--- src/rtl/mem_arbiter.sv ---
// mem_arbiter: two-port round-robin arbiter in front of one single-port memory.
// Ports: clk, rst_n (async active-low); m0_*/m1_* requester buses (addr, wdata,
// wmask, level wstrobe/rstrobe in; rdata, done pulse, err out); mem_* memory
// bus (addr/wdata/wmask/strobes out, rdata/done in); busy = not idle.
module mem_arbiter #(
  parameter int          TIMEOUT   = 15,
  parameter logic [31:0] ERR_RDATA = 32'h0000_0000
) (
  input  logic        clk,
  input  logic        rst_n,
  input  logic [31:0] m0_addr,
  input  logic [31:0] m0_wdata,
  input  logic [3:0]  m0_wmask,
  input  logic        m0_wstrobe,
  input  logic        m0_rstrobe,
  output logic [31:0] m0_rdata,
  output logic        m0_done,
  output logic        m0_err,
  input  logic [31:0] m1_addr,
  input  logic [31:0] m1_wdata,
  input  logic [3:0]  m1_wmask,
  input  logic        m1_wstrobe,
  input  logic        m1_rstrobe,
  output logic [31:0] m1_rdata,
  output logic        m1_done,
  output logic        m1_err,
  output logic [31:0] mem_addr,
  output logic [31:0] mem_wdata,
  output logic [3:0]  mem_wmask,
  output logic        mem_wstrobe,
  output logic        mem_rstrobe,
  input  logic [31:0] mem_rdata,
  input  logic        mem_done,
  output logic        busy
);
  localparam int CW = $clog2(TIMEOUT + 1);
  typedef enum logic [1:0] {IDLE, ISSUE, WAIT, RESP} state_t;
  state_t        r_state;
  logic          r_last, r_grant, r_we;
  logic [31:0]   r_addr, r_wdata, r_rdata_q, r_hold0, r_hold1;
  logic [3:0]    r_wmask;
  logic [CW-1:0] r_cnt;
  logic          r_mem_ws, r_mem_rs, r_done0, r_done1, r_err0, r_err1;
  logic          w_req0, w_req1, w_pick, w_we, w_to;
  assign w_req0 = m0_wstrobe | m0_rstrobe;
  assign w_req1 = m1_wstrobe | m1_rstrobe;
  // on conflict the port that did not win last time goes next
  assign w_pick = (w_req0 & w_req1) ? ~r_last : w_req1;
  assign w_we   = w_pick ? m1_wstrobe : m0_wstrobe;
  assign w_to   = r_cnt == CW'(TIMEOUT - 1);
  assign mem_addr    = r_addr;
  assign mem_wdata   = r_wdata;
  assign mem_wmask   = r_wmask;
  assign mem_wstrobe = r_mem_ws;
  assign mem_rstrobe = r_mem_rs;
  assign m0_done = r_done0;
  assign m1_done = r_done1;
  assign m0_err  = r_err0;
  assign m1_err  = r_err1;
  // the owning port sees the live response register, the other keeps its last view
  assign m0_rdata = r_grant ? r_hold0 : r_rdata_q;
  assign m1_rdata = r_grant ? r_rdata_q : r_hold1;
  assign busy     = r_state != IDLE;
  always_ff @(posedge clk or negedge rst_n) begin
    if (!rst_n) begin
      r_state   <= IDLE;
      r_last    <= 1'b1;
      r_grant   <= 1'b0;
      r_we      <= 1'b0;
      r_addr    <= '0;
      r_wdata   <= '0;
      r_wmask   <= '0;
      r_rdata_q <= '0;
      r_hold0   <= '0;
      r_hold1   <= '0;
      r_cnt     <= '0;
      r_mem_ws  <= 1'b0;
      r_mem_rs  <= 1'b0;
      r_done0   <= 1'b0;
      r_done1   <= 1'b0;
      r_err0    <= 1'b0;
      r_err1    <= 1'b0;
    end else begin
      r_mem_ws <= 1'b0;
      r_mem_rs <= 1'b0;
      r_done0  <= 1'b0;
      r_done1  <= 1'b0;
      r_err0   <= 1'b0;
      r_err1   <= 1'b0;
      if (r_grant) r_hold1 <= r_rdata_q;
      else r_hold0 <= r_rdata_q;
      case (r_state)
        IDLE: if (w_req0 | w_req1) begin
          r_grant  <= w_pick;
          r_addr   <= w_pick ? m1_addr : m0_addr;
          r_wdata  <= w_pick ? m1_wdata : m0_wdata;
          r_wmask  <= w_pick ? m1_wmask : m0_wmask;
          r_we     <= w_we;
          r_mem_ws <= w_we;
          r_mem_rs <= ~w_we;
          r_state  <= ISSUE;
        end
        ISSUE: begin
          r_cnt   <= '0;
          r_state <= WAIT;
        end
        WAIT: if (mem_done | w_to) begin
          if (!r_we) r_rdata_q <= mem_done ? mem_rdata : ERR_RDATA;
          r_done0 <= ~r_grant;
          r_done1 <= r_grant;
          r_err0  <= ~r_grant & ~mem_done;
          r_err1  <= r_grant & ~mem_done;
          r_state <= RESP;
        end else begin
          r_cnt <= r_cnt + 1'b1;
        end
        RESP: begin
          r_last  <= r_grant;
          r_state <= IDLE;
        end
      endcase
    end
  end
endmodule

--- config.mk ---
export PLATFORM = sky130hd
export DESIGN_NAME = mem_arbiter
export DESIGN_NICKNAME = d
export VERILOG_FILES = /design/src/rtl/mem_arbiter.sv
export SDC_FILE = /design/constraint.sdc
export NUM_CORES = 1
export LEC_CHECK = 0
export CORE_MARGIN = 10
export CORE_UTILIZATION = 47
export DETAILED_ROUTE_END_ITERATION = 12
export PLACE_DENSITY = 0.84
export SKIP_CTS_REPAIR_TIMING = 1
export SLEW_MARGIN = 20
export SYNTH_ARGS = -nofsm -noshare
export SYNTH_HDL_FRONTEND = slang
export SYNTH_SLANG_ARGS = --single-unit
--- constraint.sdc ---
create_clock -name clk -period 5.39 [get_ports clk]
set_clock_uncertainty 0.2 [all_clocks]
set_input_delay 0.539 -clock clk [delete_from_list [all_inputs] [get_ports clk]]
set_output_delay 0.539 -clock clk [all_outputs]
set_load 0.1 [all_outputs]
### Word-level counts from Yosys, hierarchy flattened

Cells that the tools add are included.
Widths: inputs -> output; s select.

| storage, ports and cells | value |
|---|---|
| bits in registers | 179 |
| RAM bits | 0 |
| latch bits | 0 |
| word-level logic and storage cells | 69 |
| bits of input ports | 175 |
| bits in read-only memories | 0 |
| memories kept | 0 |
| output and inout bits | 139 |

| cells by class | value |
|---|---|
| bitwise logic cells | 12 |
| reductions and logical operators | 7 |
| divide/modulo/power cells | 0 |
| multipliers | 0 |
| equality and inequality tests | 7 |
| order comparisons | 0 |
| shifts and indexed selects | 0 |
| add/sub/neg operators | 1 |
| mux-type cells | 25 |

Operators with widths:

| kind | number |
|---|---|
| $mux 32 | 5 |
| $mux 1 | 14 |
| $mux 4 | 2 |
| $pmux 2 s4 | 1 |
| $pmux 4 s2 | 1 |
| $ne 2x2->1 const B | 3 |
| $reduce_and 2->1 | 3 |
| $not 1->1 | 5 |
| $add 4x1->4 const B | 1 |
| $eq 2x2->1 const B | 2 |
| $eq 4x4->1 const B | 1 |
| $mux 2 | 2 |
| $or 1x1->1 | 4 |
| $reduce_bool 2->1 | 2 |
| $and 1x1->1 | 3 |
| $reduce_and 3->1 | 1 |
| $eq 2x1->1 const B | 1 |
| $logic_not 2->1 | 1 |

### Logic depth before layout (Yosys ltp)

Gate-level depths: netlist of the first run.

| logic depth | value |
|---|---|
| word-level depth | 7 |
| depth in mapped cells | 7 |
| depth with buffers taken out | 5 |

### Worst setup path before layout of the first run

OpenSTA, ideal clock, no wires.

| timing | value |
|---|---|
| path type | flip-flop to output port |
| from | register r_grant |
| to | output m0_rdata[15] |
| slack | 3.184 ns |
| buffers on the path | 3 |
| arrival | 1.467 ns |
| stages on the path, launching flop included | 5 |
| cell sequence | dfrtp_1 -> clkbuf_1 -> buf_2 -> buf_2 -> mux2_2 |

| between the ends | value |
|---|---|
| longest elaborated chain between the ends | 1 |

RTL lines:

| what | line | source |
|---|---|---|
| from (decl) | 39 | `logic r_last, r_grant, r_we;` |
| from (signal assigned) | 94 | `r_grant <= w_pick;` |
| $mux 32 | n/a |  |
| to (decl) | 16 | `output logic [31:0] m0_rdata,` |

No other way between the ends.

### Worst setup path in the final report of the first run

| timing | value |
|---|---|
| from | register r_grant |
| to | output m0_rdata[10] |

The elaborated chain is that of the path after synthesis.

==> flow_metrics.env, run 1 <==
export IMPL_port_buffers=313
export IMPL_final_setup_viol_count=0
export IMPL_crit_required_ns=4.65
export IMPL_crit_path_top_delay_cell="clkdlybuf4s50_1"
export IMPL_synth_cell_type_count=37
export IMPL_cp_data_arrival_time_ns=3.21
export IMPL_syn_to_final_growth_pct=49.0
export IMPL_clock_fmax_mhz=253
export IMPL_cts_num_sinks=179
export IMPL_synth_seq_area_share=0.580
export IMPL_crit_type="reg2out"
export IMPL_grt_max_degree=105
export IMPL_hold_viol=0
export IMPL_drv_slew=0
export IMPL_place_ws_ns=1.91
export IMPL_cp_start_kind="register"
export IMPL_core_mm2=0.0160
export IMPL_rr_startpoint="r_state[0]$_DFFE_PN0P_"
export IMPL_ant_nets=0
export IMPL_rows=46
export IMPL_finalInstanceArea_mm2=0.0115
export IMPL_cts_buffers=17
export IMPL_hold_path_class="in2async"
export IMPL_fp_dieH_um=148
export IMPL_grt_overflow=0
export IMPL_maxSlewHeadroom=0.281
export IMPL_fin_nets=1124
export IMPL_yosysTopAreaCellShare=0.576
export IMPL_vias=6483
export IMPL_whs_ns=0.0306
export IMPL_drt_iter0_drc=385
export IMPL_finalWeightedCongestion=0.827
export IMPL_reg2reg_to="mem_wdata[22]$_DFFE_PN0P_"
export IMPL_run_status="complete, no violations"
export IMPL_synth_fp_nets=844
export IMPL_die_area_mm2=0.0220
export IMPL_finalSetupTns_ns=0
export IMPL_placed_area_mm2=0.0109
export IMPL_rsz0062_at_grt="no"
export IMPL_reg2regPathDepth=6
export IMPL_cts_root_buf="clkbuf_16"
export IMPL_drc=0
export IMPL_antenna_found_initial=1
export IMPL_post_drt_wl_per_cell_um=22.2
export IMPL_drt_pass1_iterations=5
export IMPL_die_width_um=148
export IMPL_io_pins=314
export IMPL_post_route_period_util=0.733
export IMPL_drv_cap=0
export IMPL_htreeDepth=4
export IMPL_ys_async_sr_fraction=1.00
export IMPL_synthCells=663
export IMPL_synthFlopType="dfrtp_1"
export IMPL_synth_area_leaders="dfrtp_1 (58%), mux2_2 (9.5%), a31oi_1 (5.6%)"
export IMPL_critPathMaxFanout=41
export IMPL_path_cells="buf_4, mux2_2, clkdlybuf4s50_1"
export IMPL_clk_latency_ns=0.43
export IMPL_end_kind="primary output"
export IMPL_synth_avg_cell_area_um2=11.7
export IMPL_max_stage_delay_ns=1.15
export IMPL_drive_above_1_share=0.172
export IMPL_tightestPinTransition_ns=1.07
export IMPL_grt_pass1_wl_mm=39.8
export IMPL_clkTransAtPathRegs_ns=0.07
export IMPL_start_util=0.483
export IMPL_grt_pass1_vias=6823
export IMPL_clockBufferDepth=2
export IMPL_cts_tree="yes"
export IMPL_place_hpwl_mm=19.1
export IMPL_layout_commonest_cell="clkdlybuf4s50_1"
export IMPL_final_cell_mix="clkdlybuf4s50_1 (312), dfrtp_1 (177), nor2_1 (71)"
export IMPL_timing_critical_path_buf_inv=2
export IMPL_reg2reg_slack_ns=3.16
export IMPL_via_per_inst=5.53
export IMPL_syn_cell_area_mm2=0.00773
export IMPL_grt_usage=0.233
export IMPL_drt_total_wl_mm=26.1
export IMPL_ys_ff_latch=179
export IMPL_synth_edf_count=0
export IMPL_cpLargestDelayFamily="buffers and inverters"
export IMPL_synth_top_area_cell="dfrtp_1"
export IMPL_postLayoutSetupSlackWorst_ns=1.44
export IMPL_fin_crit_ns=3.95
export IMPL_ys_warn_count=0
-- flip-flops by register name (all words and copies together), names as in the netlist, 2 cells and up --
signal	cells
mem_wdata	32
r_hold0	32
r_cnt	4
r_hold1	32
r_rdata_q	32
mem_wmask	4
mem_addr	32
r_state	2
-- cell usage after synthesis (2+ instances only) --
library cell	number
nand2b_1	3
buf_6	7
mux2_2	65
a22o_1	32
nand2_1	6
a31oi_1	69
ha_1	6
nor3_1	3
inv_1	5
nor2_1	72
clkbuf_1	35
and3b_1	2
o21ai_0	68
nor2b_1	2
mux2i_1	3
a21oi_2	49
buf_1	4
buf_2	16
dfrtp_1	178
o21a_1	2
a21oi_1	20
-- through the flow --
stage | util | std cells
after floorplan | - | 663
after global placement | 0.683 | 1140
after detailed placement | 0.683 | 1140
after CTS | 0.720 | 1172
after global routing | 0.720 | 1172
final | 0.720 | 1173
-- cell type report --
class | count | area, um^2
multi-input cells | 416 | 2940
well taps | 216 | 270
clock inverters | 13 | 151
diodes | 1 | 2.50
clock buffers | 19 | 433
fillers | 1167 | 4480
flip-flops and latches | 179 | 4480
repair buffers | 324 | 3220
inverters | 5 | 18.8
-- worst max-delay path by stage --
stage | cells after the start | from | endpoint | slack [ns]
after floorplan | 4 | r_grant$_DFFE_PN0P_ | m0_rdata[15] | 3.18
after global placement | 3 | r_grant$_DFFE_PN0P_ | m1_rdata[15] | 1.93
after detailed placement | 3 | r_grant$_DFFE_PN0P_ | m0_rdata[10] | 1.91
after CTS | 3 | r_grant$_DFFE_PN0P_ | m0_rdata[10] | 1.45
after global routing | 3 | r_grant$_DFFE_PN0P_ | m0_rdata[10] | 1.30
final | 3 | r_grant$_DFFE_PN0P_ | m0_rdata[10] | 1.44
-- logic make-up (layout without fill, tap and decap cells) --
logic type	after synthesis	after routing	synth area share
buffers and inverters	68	361	0.0426
other	0	1	0
AO/OA/AOI/OAI	249	249	0.219
adder cells (fa/ha/maj)	6	6	0.00971
AND/OR/NAND/NOR	92	92	0.0495
flip-flops	179	179	0.580
multiplexers	69	69	0.100
-- layer usage --
metal / share of wire / track usage / vias to the layer above
met5: 0 / 0 / -
met3: 0.11 / 0.0980 / 43
met1: 0.38 / 0.270 / 3173
li1: - / - / 2955
met4: 0.029 / 0.0847 / 0
met2: 0.48 / 0.379 / 312
Power of run 1 is not shown: default switching activity piles up to over one toggle a cycle in this logic, so the estimate is an artifact.
==> inputs of run 2 (changes only) <==
- CORE_UTILIZATION: 47 -> 39
- PLACE_DENSITY: 0.84 -> 0.74
- clock period: 5.39 -> 3.2 ns (I/O delays scaled with it)
==> flow_metrics.env, run 2 (same netlist as run 1, synthesis figures left out) <==
export IMPL_reg2reg_to="mem_addr[26]$_DFFE_PN0P_"
export IMPL_maxSlewHeadroom=0.444
export IMPL_timing_critical_path_buf_inv=2
export IMPL_clockBufferDepth=2
export IMPL_cts_num_sinks=179
export IMPL_cts_buffers=17
export IMPL_grt_usage=0.197
export IMPL_hold_viol=0
export IMPL_rsz0062_at_grt="no"
export IMPL_grt_max_degree=66
export IMPL_clkTransAtPathRegs_ns=0.07
export IMPL_htreeDepth=4
export IMPL_drt_pass1_iterations=4
export IMPL_cts_root_buf="clkbuf_16"
export IMPL_via_per_inst=5.25
export IMPL_cts_tree="yes"
export IMPL_clock_fmax_mhz=352
export IMPL_fp_dieH_um=161
export IMPL_final_cell_mix="dfrtp_1 (177), clkdlybuf4s50_1 (173), buf_4 (149)"
export IMPL_crit_path_top_delay_cell="dfrtp_2"
export IMPL_max_stage_delay_ns=0.90
export IMPL_drv_slew=0
export IMPL_drt_iter0_drc=328
export IMPL_grt_pass1_vias=6614
export IMPL_run_status="complete, no violations"
export IMPL_critPathMaxFanout=37
export IMPL_post_route_period_util=0.889
export IMPL_core_mm2=0.0195
export IMPL_start_util=0.397
export IMPL_cpLargestDelayFamily="flip-flops"
export IMPL_post_drt_wl_per_cell_um=21.6
export IMPL_fin_nets=1130
export IMPL_grt_overflow=0
export IMPL_clk_latency_ns=0.42
export IMPL_rows=51
export IMPL_drt_total_wl_mm=26.5
export IMPL_finalWeightedCongestion=0.770
export IMPL_layout_commonest_cell="dfrtp_1"
export IMPL_crit_required_ns=2.68
export IMPL_syn_to_final_growth_pct=46.8
export IMPL_die_area_mm2=0.0259
export IMPL_tightestPinTransition_ns=0.835
export IMPL_ant_nets=0
export IMPL_drive_above_1_share=0.321
export IMPL_fill_cells=1635
export IMPL_die_width_um=161
export IMPL_crit_path_frequent_cell="buf_4"
export IMPL_rr_startpoint="r_state[0]$_DFFE_PN0P_"
export IMPL_crit_type="reg2out"
export IMPL_drv_cap=0
export IMPL_place_hpwl_mm=19.4
export IMPL_io_pins=314
export IMPL_end_kind="primary output"
export IMPL_port_buffers=313
export IMPL_final_util=0.583
export IMPL_path_cells="buf_4, mux2_2, buf_4"
export IMPL_vias=6449
export IMPL_fin_crit_ns=2.84
export IMPL_drc=0
export IMPL_reg2reg_slack_ns=0.93
export IMPL_final_setup_viol_count=0
export IMPL_finalSetupTns_ns=0
export IMPL_cp_data_arrival_time_ns=2.32
export IMPL_regArea_mm2=0.00448
export IMPL_hold_path_class="in2async"
export IMPL_multi_input_area_mm2=0.00294
export IMPL_cp_start_kind="register"
export IMPL_reg2regPathDepth=6
export IMPL_antenna_found_initial=5
export IMPL_grt_pass1_wl_mm=40.2
==> run 2: cell types whose count changed in the layout (fill, tap and decap cells not counted) <==
cell             before  now
dlygate4sd3_1         0    1
buf_4                11  149
buf_12                0    6
clkbuf_8              0    1
inv_6                 1    5
clkbuf_1              2    1
clkinv_8              2    1
clkinvlp_4            5    2
clkinv_4              1    0
clkdlybuf4s50_1     312  173
clkinv_2              0    2
inv_8                 3    2
==> run 2: worst max path at each step <==
| stage | startpoint | end | slack (ns) | cells after the start |
|---|---|---|---|---|
| 6_report | r_grant$_DFFE_PN0P_ | m1_rdata[7] | 0.36 | 3 |
| 5_1_grt | r_grant$_DFFE_PN0P_ | m1_rdata[14] | 0.26 | 3 |
| 4_1_cts | r_grant$_DFFE_PN0P_ | m1_rdata[7] | 0.33 | 3 |
| 3_5_place_dp | m1_rstrobe | mem_wdata[20]$_DFFE_PN0P_ | 0.66 | 5 |
| 3_3_place_gp | m1_rstrobe | mem_wdata[20]$_DFFE_PN0P_ | 0.70 | 5 |
| 2_1_floorplan | r_grant$_DFFE_PN0P_ | m0_rdata[15] | 1.21 | 4 |
==> run 2: layout make-up <==
type	count	area share
Multi-Input combinational cell	416	0.259
Inverter	5	0.00165
Tap cell	265	0.0292
Antenna cell	1	0.000221
Timing Repair Buffer	330	0.264
Clock inverter	13	0.0121
Sequential cell	179	0.395
Clock buffer	19	0.0390
==> run 2: metal layers <==
| metal | track usage | wire [um] |
|---|---|---|
| met5 | 0 | 61 |
| met4 | 0.0476 | 275 |
| met1 | 0.236 | 10600 |
| met3 | 0.0869 | 2700 |
| met2 | 0.319 | 12900 |
==> run 2: per-stage QoR <==
stage,worst slack [ns],area [um^2],hold WS [ns],instances
2_1_floorplan,1.21,7730,-0.176,663
3_3_place_gp,0.696,10800,0.135,1194
3_5_place_dp,0.659,10800,0.140,1194
4_1_cts,0.332,11300,-0.324,1226
5_1_grt,0.263,11300,0.247,1227
6_report,0.356,11300,0.252,1228
==> run 2: worst reg2reg max path: cells and delay by family (launching register included) <==
| family | cells | cell delay (ns) |
|---|---|---|
| buffers and inverters | 2 | 0.70 |
| AND/OR/NAND/NOR | 1 | 0.13 |
| AO/OA/AOI/OAI | 2 | 0.46 |
| flip-flops | 1 | 0.41 |
| adder cells (fa/ha/maj) | 1 | 0.30 |
Power of run 2 is left out for the same reason.
==> inputs of run 3 (changes only) <==
- CORE_MARGIN: 10 -> 3
==> flow_metrics.env, run 3 (same netlist as run 1, synthesis figures left out) <==
export IMPL_clock_fmax_mhz=411
export IMPL_post_route_period_util=0.760
export IMPL_fin_nets=1126
export IMPL_layout_commonest_cell="dfrtp_1"
export IMPL_crit_required_ns=2.68
export IMPL_vias=6354
export IMPL_fin_crit_ns=2.43
export IMPL_tightestPinTransition_ns=0.990
export IMPL_wl_met1_mm=9.82
export IMPL_clk_latency_ns=0.43
export IMPL_grt_max_degree=81
export IMPL_antenna_cells=0
export IMPL_max_stage_delay_ns=1.15
export IMPL_drv_slew=0
export IMPL_grt_pass1_vias=6471
export IMPL_postLayoutSetupSlackWorst_ns=0.769
export IMPL_fill_cells=1584
export IMPL_core_mm2=0.0191
export IMPL_hold_viol=0
export IMPL_rr_startpoint="r_state[0]$_DFFE_PN0P_"
export IMPL_end_kind="primary output"
export IMPL_drive_above_1_share=0.318
export IMPL_clockBufferDepth=2
export IMPL_ant_nets=0
export IMPL_start_util=0.405
export IMPL_cts_buffers=17
export IMPL_place_ws_ns=0.659
export IMPL_dr_max_layer_used="met5"
export IMPL_drv_cap=0
export IMPL_reg2reg_slack_ns=0.94
export IMPL_io_pins=314
export IMPL_cpLargestDelayFamily="buffers and inverters"
export IMPL_drt_iter0_drc=278
export IMPL_die_area_mm2=0.0215
export IMPL_cts_num_sinks=179
export IMPL_finalWeightedCongestion=0.813
export IMPL_wl_met3_mm=2.25
export IMPL_finalSetupTns_ns=0
export IMPL_crit_type="reg2out"
export IMPL_cp_start_kind="register"
export IMPL_syn_to_final_growth_pct=46.8
export IMPL_grt_usage=0.216
export IMPL_post_drt_wl_per_cell_um=19.6
export IMPL_holdPathStages=3
export IMPL_place_hpwl_mm=16.8
export IMPL_run_status="complete, no violations"
export IMPL_met2RoutedLength_mm=11.3
export IMPL_drc=0
export IMPL_hold_path_class="in2reg"
export IMPL_hold_path_end="mem_addr[21]$_DFFE_PN0P_"
export IMPL_final_setup_viol_count=0
export IMPL_maxSlewHeadroom=0.338
export IMPL_reg2regPathDepth=6
export IMPL_cts_tree="yes"
export IMPL_final_cell_mix="dfrtp_1 (177), clkdlybuf4s50_1 (174), buf_4 (143)"
export IMPL_clkTransAtPathRegs_ns=0.07
export IMPL_drt_pass1_iterations=6
export IMPL_rsz0062_at_grt="no"
export IMPL_hold_start="m0_addr[21]"
export IMPL_htreeDepth=4
export IMPL_fp_dieH_um=147
export IMPL_drt_total_wl_mm=23.9
export IMPL_rows=50
export IMPL_antenna_found_initial=1
export IMPL_cp_data_arrival_time_ns=1.91
export IMPL_critPathMaxFanout=1
export IMPL_timing_critical_path_buf_inv=1
export IMPL_whs_ns=0.251
export IMPL_die_width_um=147
export IMPL_crit_path_top_delay_cell="clkdlybuf4s50_1"
export IMPL_cts_root_buf="clkbuf_16"
export IMPL_port_buffers=313
export IMPL_grt_overflow=0
export IMPL_grt_pass1_wl_mm=36.7
export IMPL_via_per_inst=5.22
export IMPL_path_cells="clkdlybuf4s50_1"
export IMPL_reg2reg_to="mem_addr[11]$_DFFE_PN0P_"
-- run 3: layout make-up --
class,count,area (um^2),share of cell area
clock inverters,13,168,0.0148
inverters,5,18.8,0.00165
repair buffers,326,2980,0.262
multi-input cells,416,2940,0.259
well taps,260,325,0.0287
clock buffers,18,439,0.0387
flip-flops and latches,179,4480,0.395
-- run 3: metrics by stage --
step                instance area (um^2)  cells  utilization
CTS                                11300   1216        0.594
global route                       11400   1217        0.595
detailed placement                 10700   1185        0.563
finish                             11400   1217        0.595
global placement                   10700   1185        0.563
floorplan                           7730    663            -
-- run 3: per-layer routing --
layer | global-route usage | up-vias
li1 | - | 2961
met1 | 0.272 | 3107
met2 | 0.349 | 256
met3 | 0.0771 | 28
met4 | 0.0654 | 2
met5 | 0 | -
-- run 3: how the worst max path moves through the flow --
stage                     slack, ns                    from  depth (start not counted)                   endpoint
after floorplan                1.21     r_grant$_DFFE_PN0P_                          4               m0_rdata[15]
after global placement         0.68              m1_rstrobe                          5  mem_wdata[15]$_DFFE_PN0P_
after detailed placement       0.66              m1_rstrobe                          5  mem_wdata[15]$_DFFE_PN0P_
after CTS                      0.75        m0_err$_DFF_PN0_                          1                     m0_err
after global routing           0.72  r_state[0]$_DFFE_PN0P_                          6   mem_addr[20]$_DFFE_PN0P_
final                          0.77        m0_err$_DFF_PN0_                          1                     m0_err
Power of run 3 is left out for the same reason.
